## src/rtl/sumador_pkg.sv

```systemverilog
// Shared definitions for the bit-serial adder: FSM state encoding.
package sumador_pkg;

   // 2'd3 is unused; the FSM treats it as illegal and falls back to IDLE.
   typedef enum logic [1:0] {
      ST_IDLE = 2'd0,
      ST_SUMA = 2'd1,
      ST_FIN  = 2'd2
   } state_t;

endpackage

```

## src/rtl/sumador_serie_if.sv

```systemverilog
// Start/done handshake plus operand and result buses of the serial adder.
interface sumador_serie_if #(
   parameter int N = 4
);
   logic         start;
   logic [N-1:0] A;
   logic [N-1:0] B;
   logic         busy;
   logic         done;
   logic [N-1:0] S;
   logic         Cout;

   modport master (output start, A, B, input  busy, done, S, Cout);
   modport slave  (input  start, A, B, output busy, done, S, Cout);
endinterface

```

## src/rtl/sumador_completo.sv

```systemverilog
// Combinational 1-bit full adder, the only arithmetic element of the serial adder.
module sumador_completo (
   input  logic a,
   input  logic b,
   input  logic cin,
   output logic s,
   output logic cout
);
   assign s    = a ^ b ^ cin;
   assign cout = (a & b) | (cin & (a ^ b));
endmodule

```

## src/rtl/sumador_serie.sv

```systemverilog
// Bit-serial N-bit unsigned adder: one bit per clock, LSB first, through a
// single full adder, with a start/done handshake that allows chaining from FIN.
module sumador_serie
   import sumador_pkg::*;
#(
   parameter int N = 4
) (
   input  logic           clk,
   input  logic           rst,
   sumador_serie_if.slave bus
);
   localparam int            CW   = $clog2(N + 1);
   localparam logic [CW-1:0] LAST = CW'(N - 1);

   state_t        state_q;
   logic [N-1:0]  a_q;
   logic [N-1:0]  b_q;
   logic [N-1:0]  res_q;
   logic [N-1:0]  res_d;
   logic [N-1:0]  s_q;
   logic          carry_q;
   logic          cout_q;
   logic [CW-1:0] count_q;
   logic          fa_s;
   logic          fa_cout;

   sumador_completo u_fa (
      .a    (a_q[0]),
      .b    (b_q[0]),
      .cin  (carry_q),
      .s    (fa_s),
      .cout (fa_cout)
   );

   // New sum bit enters at the MSB; after N shifts the LSB has reached bit 0.
   assign res_d = N'({fa_s, res_q} >> 1);

   // NOTE: every register below is updated with <= so all of them sample the
   // pre-edge values; blocking assignments here would chain within one edge.
   always_ff @(posedge clk) begin
      if (rst) begin
         state_q <= ST_IDLE;
         a_q     <= '0;
         b_q     <= '0;
         res_q   <= '0;
         s_q     <= '0;
         carry_q <= 1'b0;
         cout_q  <= 1'b0;
         count_q <= '0;
      end else begin
         case (state_q)
            ST_IDLE: begin
               if (bus.start) begin
                  a_q     <= bus.A;
                  b_q     <= bus.B;
                  carry_q <= 1'b0;
                  count_q <= '0;
                  state_q <= ST_SUMA;
               end
            end
            ST_SUMA: begin
               a_q     <= a_q >> 1;
               b_q     <= b_q >> 1;
               carry_q <= fa_cout;
               res_q   <= res_d;
               count_q <= count_q + CW'(1);
               if (count_q == LAST) begin
                  s_q     <= res_d;
                  cout_q  <= fa_cout;
                  state_q <= ST_FIN;
               end
            end
            ST_FIN: begin
               // Back-to-back: a start seen here skips the IDLE bubble.
               if (bus.start) begin
                  a_q     <= bus.A;
                  b_q     <= bus.B;
                  carry_q <= 1'b0;
                  count_q <= '0;
                  state_q <= ST_SUMA;
               end else begin
                  state_q <= ST_IDLE;
               end
            end
            default: state_q <= ST_IDLE;
         endcase
      end
   end

   assign bus.busy = (state_q == ST_SUMA);
   assign bus.done = (state_q == ST_FIN);
   assign bus.S    = s_q;
   assign bus.Cout = cout_q;

endmodule

```

## src/flat_wrapper.sv

```systemverilog
// flat-port wrapper written by rule: the top's interface ports become plain ports
module sumador_serie_flat import sumador_pkg::*;
#(
   parameter int N = 4
)
  (clk, rst, bus_start, bus_A, bus_B, bus_busy, bus_done, bus_S, bus_Cout);
  sumador_serie_if #(.N(N)) bus_i ();
  input  logic clk;
  input  logic rst;
  input wire logic [$bits(bus_i.start)-1:0] bus_start;
  input wire logic [$bits(bus_i.A)-1:0] bus_A;
  input wire logic [$bits(bus_i.B)-1:0] bus_B;
  output wire logic [$bits(bus_i.busy)-1:0] bus_busy;
  output wire logic [$bits(bus_i.done)-1:0] bus_done;
  output wire logic [$bits(bus_i.S)-1:0] bus_S;
  output wire logic [$bits(bus_i.Cout)-1:0] bus_Cout;
  assign bus_i.start = bus_start;
  assign bus_i.A = bus_A;
  assign bus_i.B = bus_B;
  assign bus_busy = bus_i.busy;
  assign bus_done = bus_i.done;
  assign bus_S = bus_i.S;
  assign bus_Cout = bus_i.Cout;
  sumador_serie #(.N(N)) u_core (.clk(clk), .rst(rst), .bus(bus_i));
endmodule
```

## config.mk

```make
export PLATFORM = sky130hd
export DESIGN_NAME = sumador_serie_flat
export DESIGN_NICKNAME = d
export VERILOG_FILES = /design/src/rtl/sumador_pkg.sv /design/src/rtl/sumador_serie_if.sv /design/src/rtl/sumador_completo.sv /design/src/rtl/sumador_serie.sv /design/src/flat_wrapper.sv
export SDC_FILE = /design/constraint.sdc
export NUM_CORES = 1
export LEC_CHECK = 0
export CELL_PAD_IN_SITES_DETAIL_PLACEMENT = 1
export CELL_PAD_IN_SITES_GLOBAL_PLACEMENT = 2
export CORE_UTILIZATION = 32
export CTS_CLUSTER_DIAMETER = 80
export DETAILED_ROUTE_END_ITERATION = 12
export HOLD_SLACK_MARGIN = 0.03
export PLACE_DENSITY = 0.91
export SLEW_MARGIN = 40
export SYNTH_ARGS = -nofsm -noshare
export SYNTH_HDL_FRONTEND = slang
export SYNTH_SLANG_ARGS = --single-unit
```

## constraint.sdc

```tcl
create_clock -name clk -period 3.6 [get_ports clk]
set_input_delay 0.72 -clock clk [delete_from_list [all_inputs] [get_ports clk]]
set_output_delay 0.72 -clock clk [all_outputs]
set_load 0.02 [all_outputs]
```

==> results.py <==
metrics = {
    "outcome": {
        "status": "finished, final reports clean",
    },
    "floorplan": {
        "die_w_um": 55.7,
        "io_pins": 18,
        "die_y_um": 55.7,
        "core-area_um2": 2730,
        "start_util_pct": 33.7,
        "dieArea_um2": 3100,
        "rows": 19,
    },
    "timing": {
        "max_freq_ghz": 0.332,
        "min_period_ps": 3010,
        "holdWs_ps": 470,
        "final_hold_viol_count": 0,
        "worst_pin_slew_ps": 552,
        "slew_headroom_pct": 63.1,
        "period_share_pct": 83.6,
        "rsz0062_at_grt": "no",
        "setup_viol_count_final": 0,
        "finClkSkew_ps": 7.65,
        "tns_ps": 0,
        "slew_violations": 0,
    },
    "layout": {
        "finalInstanceArea_um2": 1110,
        "drive_gt1_share_pct": 5.17,
        "syn_to_final_growth_pct": 20.4,
        "diodes": 0,
        "fill_cells": 326,
        "fin_util_pct": 40.6,
        "fin_nets": 132,
    },
    "synth": {
        "muxShareOfSynthArea_pct": 6.51,
        "ys_ff_latch": 22,
        "yosys.area_share.simple_pct": 22.5,
        "synth_top_family_by_area": "simple AND/OR/NAND/NOR gates",
        "synth_area_leaders": "dfxtp_1, a21oi_1, mux2i_1",
        "synth_commonest_cells": "dfxtp_1, nand2_1, a21oi_1",
        "synth_area_per_cell_um2": 8.95,
        "synth_xor_xnor_area_share_pct": 0,
        "synthArstFlopShare_pct": 0,
        "synth_cell_types": 21,
        "synth_compound_area_share_pct": 13.3,
        "yosysWarnings": 0,
        "synth-edff-count": 0,
        "synth_nets": 117,
        "synth_top_cell_area_share_pct": 47.8,
        "yosysMostFrequentCell": "dfxtp_1",
        "synth_flop_cell": "dfxtp_1",
        "yosysTopAreaCell": "dfxtp_1",
        "synth.yosys.seq_area_share_pct": 47.8,
        "yosys.area_share.adder_pct": 4.88,
        "syn_area_um2": 922,
        "syn_inst": 103,
    },
    "critical_path": {
        "cp_data_arrival_time_ps": 2290,
        "critPathCaptureType": "primary output",
        "setup.worst_path.class": "reg -> out",
        "critical_path_required_ps": 2880,
        "path_max_fanout": 19,
        "critPathLaunchType": "register",
    },
    "cts": {
        "cts_hold_buf": 0,
        "clockBufferDepth": 2,
        "clkSinkCount": 22,
        "clk_latency_ps": 310,
        "post_cts_resized": 0,
        "cts_max_level": 1,
        "post_cts_buffers": 0,
        "path_clk_slew_ps": 130,
        "numCtsBuffers": 3,
        "root_buffer": "clkbuf_4",
        "cts_tree": "yes",
    },
    "routing": {
        "dr.pass1.iters": 4,
        "vias": 756,
        "routed_via_density": 5.14,
        "drt_iter0_markers": 10,
        "antenna_left": 0,
        "post-route-drc-count": 0,
        "wl_um": 2000,
        "post_drt_wl_per_cell_um": 13.6,
    },
    "global_route": {
        "grt_overflow_total": 0,
        "antenna_found_initial": 0,
        "grt_max_degree": 23,
        "grt_pass1_wl_um": 3620,
        "grt_pass1_vias": 805,
        "grtUsageTotal_pct": 14.8,
    },
    "placed_design": {
        "gp_congestion": 0.670,
        "placed_area_um2": 1090,
        "io_buffers": 17,
        "dp_hpwl_um": 1450,
    },
    "run": {
        "cap_violations": 0,
    },
    "power": {
        "p_leak_nw": 0.382,
        "powerDensity_nw_per_um2": 401,
        "vdd.ir_drop.worst_mv": 0.253,
    },
    "hold_path": {
        "min-delay-path-class": "reg -> reg",
    },
}
## cell usage in the layout (no fill, tap or decap)
cell type / netlist / final
dfxtp_1: 22 / 22
clkdlybuf4s50_1: 0 / 16
nand2_1: 15 / 15
a21oi_1: 14 / 14
nand3_1: 11 / 11
mux2i_1: 6 / 6
nor3_1: 6 / 6
a211oi_1: 6 / 6
nand2b_1: 3 / 3
clkbuf_4: 0 / 3
nor2b_1: 2 / 2
nor2_1: 2 / 2
ha_1: 2 / 2
nand2b_2: 1 / 1
clkinv_1: 1 / 1
inv_1: 1 / 1
nand2_4: 1 / 1
nand3b_1: 1 / 1
o21a_1: 1 / 1
fa_1: 1 / 1
buf_2: 1 / 1
## report_power, final
part	internal (mW)	total, mW	leakage, nW	switching (mW)
Clock	0.0390	0.113	0.0138	0.0744
Sequential	0.256	0.267	0.180	0.0109
Combinational	0.0297	0.0644	0.189	0.0347
Total	0.325	0.445	0.382	0.120
## final cells by class
type                       count  area (um^2)  area share [%]
clock buffer                   3         22.5            2.03
inverter                       2         7.51           0.676
tap                           31         38.8            3.49
sequential                    22          440            39.7
multi-input combinational     72          435            39.2
timing repair buffer          17          165            14.9
## path summary, 6_finish.rpt
check                     from              end  slack, ps  cells past startpoint
max          u_core.state_q[0]         bus_busy        590                      3
min            u_core.bus.S[1]  u_core.bus.S[1]        470                      2
max reg2reg  u_core.state_q[0]    u_core.a_q[0]       1770                      4
min reg2reg    u_core.bus.S[1]  u_core.bus.S[1]        470                      2
## metrics by stage
stage	setup slack, ps	std cells	power (mW)
2_1_floorplan	2020	103	0.316
3_3_place_gp	981	144	0.334
3_5_place_dp	938	144	0.339
4_1_cts	571	147	0.451
5_1_grt	391	147	0.468
6_report	592	147	0.445
## critical path: stages (launching register included)
cell             delay, ps
dfxtp_1                640
nand2b_2               280
clkinv_1               360
clkdlybuf4s50_1        690
## layer usage
layer | wire (um) | track usage [%] | up-vias
met2 | 958 | 25.1 | 11
met5 | 0 | 0 | -
met1 | 966 | 18.5 | 359
li1 | - | - | 384
met3 | 62 | 2.56 | 2
met4 | 11 | 6.43 | 0
## sequential cells by signal (all words and copies together) (netlist names)
| name | flops |
|---|---|
| u_core.carry_q | 1 |
| u_core.state_q | 2 |
| u_core.count_q | 3 |
| u_core.res_q | 3 |
| u_core.b_q | 4 |
| u_core.bus.Cout | 1 |
| u_core.bus.S | 4 |
| u_core.a_q | 4 |
## cell families (layout without fill, tap and decap cells)
family	Yosys count	count (layout)
compound gates	21	21
fa+ha+maj	3	3
buf+inv	9	22
flops	22	22
mux	6	6
simple gates	42	42
(Power assumes the default switching activity.)
==> RTL edit (same flow settings) <==
`N` is set to 4 in 3 places; all go to 8.
--- a/src/rtl/sumador_serie_if.sv
+++ b/src/rtl/sumador_serie_if.sv
@@ -1,6 +1,6 @@
 // Start/done handshake plus operand and result buses of the serial adder.
 interface sumador_serie_if #(
-   parameter int N = 4
+   parameter int N = 8
 );
    logic         start;
    logic [N-1:0] A;
--- a/src/rtl/sumador_serie.sv
+++ b/src/rtl/sumador_serie.sv
@@ -3,7 +3,7 @@
 module sumador_serie
    import sumador_pkg::*;
 #(
-   parameter int N = 4
+   parameter int N = 8
 ) (
    input  logic           clk,
    input  logic           rst,
--- a/src/flat_wrapper.sv
+++ b/src/flat_wrapper.sv
@@ -1,7 +1,7 @@
 // flat-port wrapper written by rule: the top's interface ports become plain ports
 module sumador_serie_flat import sumador_pkg::*;
 #(
-   parameter int N = 4
+   parameter int N = 8
 )
   (clk, rst, bus_start, bus_A, bus_B, bus_busy, bus_done, bus_S, bus_Cout);
   sumador_serie_if #(.N(N)) bus_i ();
Interface: changed (resized bus_A, bus_B and bus_S); port bits go from 18 to 30. No check against the original RTL was run, so the function may have changed too.
==> RTL edit against the original RTL <==
  * Worst setup slack better by 0.51 ns
  * Routed wire length rose by 96%
  * Clock skew increased by 0.0025 ns
  * Critical path depth did not move
  * Global-route usage is 0.24 points higher
  * Power up 140%
  * Synthesized area grew 92%
  * Sequential cell count rose by 17
  * Design area rose by 99%
  * Core utilization is 1.8 points higher
  * Highest routed layer unchanged
==> RTL edit: results (changes against the original RTL) <==
| Metric | Value |
|---|---|
| Outcome | completed |
| Highest metal used | met4 |
| Detailed Place HPWL | 2.58 mm (+78%) |
| DRT Pass-1 Iters | 4 (unchanged) |
| Clock buffer depth | 2 (unchanged) |
| Placed cell count | 268 (+86%) |
| VDD IR max | 0.234 mV (-7.6%) |
| H-tree depth | 2 (+1) |
| Critical Path AT | 1.77 ns (-0.52 ns) |
| Reg2Reg Setup Slack | 1.73 ns (-0.04 ns) |
| Tightest Hold Check Type | flop to flop |
| Gr usage total | 15.1% (+0.24 points) |
| TritonCTS Buffers | 5 (+2) |
| Net count reported at finish | 226 (+71%) |
| Initial antenna violation count | 0 (unchanged) |
| Number of diodes | 0 (unchanged) |
| PortBufs | 29 (+12) |
| Largest net degree at the start of global routing | 32 (+39%) |
| Fillers | 592 (+82%) |
| YS warnings | 0 (unchanged) |
| Routed via count | 1,361 (+80%) |
| Layout cells sized above 1 | 16.5% (+11 points) |
| Delay-heaviest family, CP | buffers and inverters |
| Distinct cells, synth | 28 (+33%) |
| RR Startpoint | u_core.state_q[0]$_SDFFE_PP0P_ |
| Max incr delay on CP | 0.67 ns (-0.02 ns) |
| Post-synth top cells | dfxtp_1 (39), nand2_1 (37), mux2i_1 (24) |
| Root Driver | clkbuf_8 |
| Global-route wire length before repair | 6.90 mm (+91%) |
| LEAKAGE | 0.745 nW (+95%) |
| Gpl congestion | 0.692 (+3.2%) |
| DR WL met2 | 1.92 mm (+100%) |
| WL met1 | 1.81 mm (+87%) |
| Clock skew | 0.0101 ns (+0.00250 ns) |
| Worst setup path startpoint | u_core.state_q[1]$_SDFFE_PP0P_ |
| Starting DRT DRC Count | 75 (+65) |
| Hold path start | u_core.bus.S[6]$_SDFFE_PP0P_ |
| WL met3 | 103 µm (+66%) |
| # Post-CTS Setup Buffers | 0 (unchanged) |
| Worst-path clk slew | 0.08 ns (-0.05 ns) |
| Seq/Total Area, Yosys | 44.0% (-3.7 points) |
| Worst-Margin Slew | 0.719 ns (+0.166 ns) |
| Avg WL per Cell | 14.2 µm (+4.3%) |
| Worst-path fanout max | 29 (+10) |
| Final Non-Filler Cells | 276 (+88%) |
| Final setup vio count | 0 (unchanged) |
| Syn Inst Count | 179 (+74%) |
| Critical-path top delay cell | clkdlybuf4s50_1 |
| Skew-Pair Late Insertion Delay | roughly 0.30 ns |
| Syn_nets | 200 (+71%) |
| Synth area leaders | dfxtp_1 (44%), mux2i_1 (14%), nand2_1 (7.8%) |
[RTL edit: per-stage QoR]
stage          cell area [µm²]  hold slack [ns]  worst slack (ns)  power [mW]
4_1_cts                   2210            0.462              1.10        1.06
6_report                  2210            0.458              1.11        1.05
3_3_place_gp              2070            0.445              1.09       0.619
2_1_floorplan             1770            0.437              1.92       0.587
3_5_place_dp              2070            0.450              1.05       0.624
5_1_grt                   2210            0.477              1.03        1.10
[RTL edit: kinds of logic after synthesis]
| kind of cell | after synthesis | share of synthesized area [%] |
|---|---|---|
| and+or+nand+nor | 68 | 20.3 |
| AOI/OAI and AO/OA | 30 | 13.7 |
| adders and majority gates | 2 | 1.83 |
| DFF | 39 | 44.0 |
| muxes | 24 | 13.5 |
| buffers and inverters | 16 | 6.56 |
[RTL edit: routing by layer]
layer / vias up / global-route usage, %
li1: 676 / -
met1: 658 / 18.2
met2: 20 / 25.5
met3: 7 / 3.71
met4: 0 / 6.35
met5: - / 0
[RTL edit: worst register-to-register path: cells and delay by family (launching register included)]
family / cells / cell delay (ns)
AOI/OAI and AO/OA: 1 / 0.41
and+or+nand+nor: 2 / 0.75
buffers and inverters: 1 / 0.29
DFF: 1 / 0.35
[RTL edit: worst paths after layout]
| path | to | depth (start not counted) |
|---|---|---|
| min reg2reg | u_core.bus.S[6]$_SDFFE_PP0P_ | 2 |
| max reg2reg | u_core.b_q[4]$_SDFFE_PP0P_ | 4 |
| min | u_core.bus.S[6]$_SDFFE_PP0P_ | 2 |
| max | bus_busy | 3 |
[RTL edit: where the power goes]
| part | internal, mW | total (mW) | switching, mW |
|---|---|---|---|
| sequential | 0.454 | 0.469 | 0.0154 |
| combinational | 0.0643 | 0.143 | 0.0785 |
| clock | 0.277 | 0.442 | 0.164 |
| total | 0.795 | 1.05 | 0.258 |
[RTL edit: area by class of cell]
class                      count  area share [%]
multi-input combinational    124            39.7
sequential                    39            35.4
timing repair buffer          33            14.5
tap                           70            3.97
clock buffer                   6            3.29
clock inverter                 2            2.72
inverter                       2           0.454
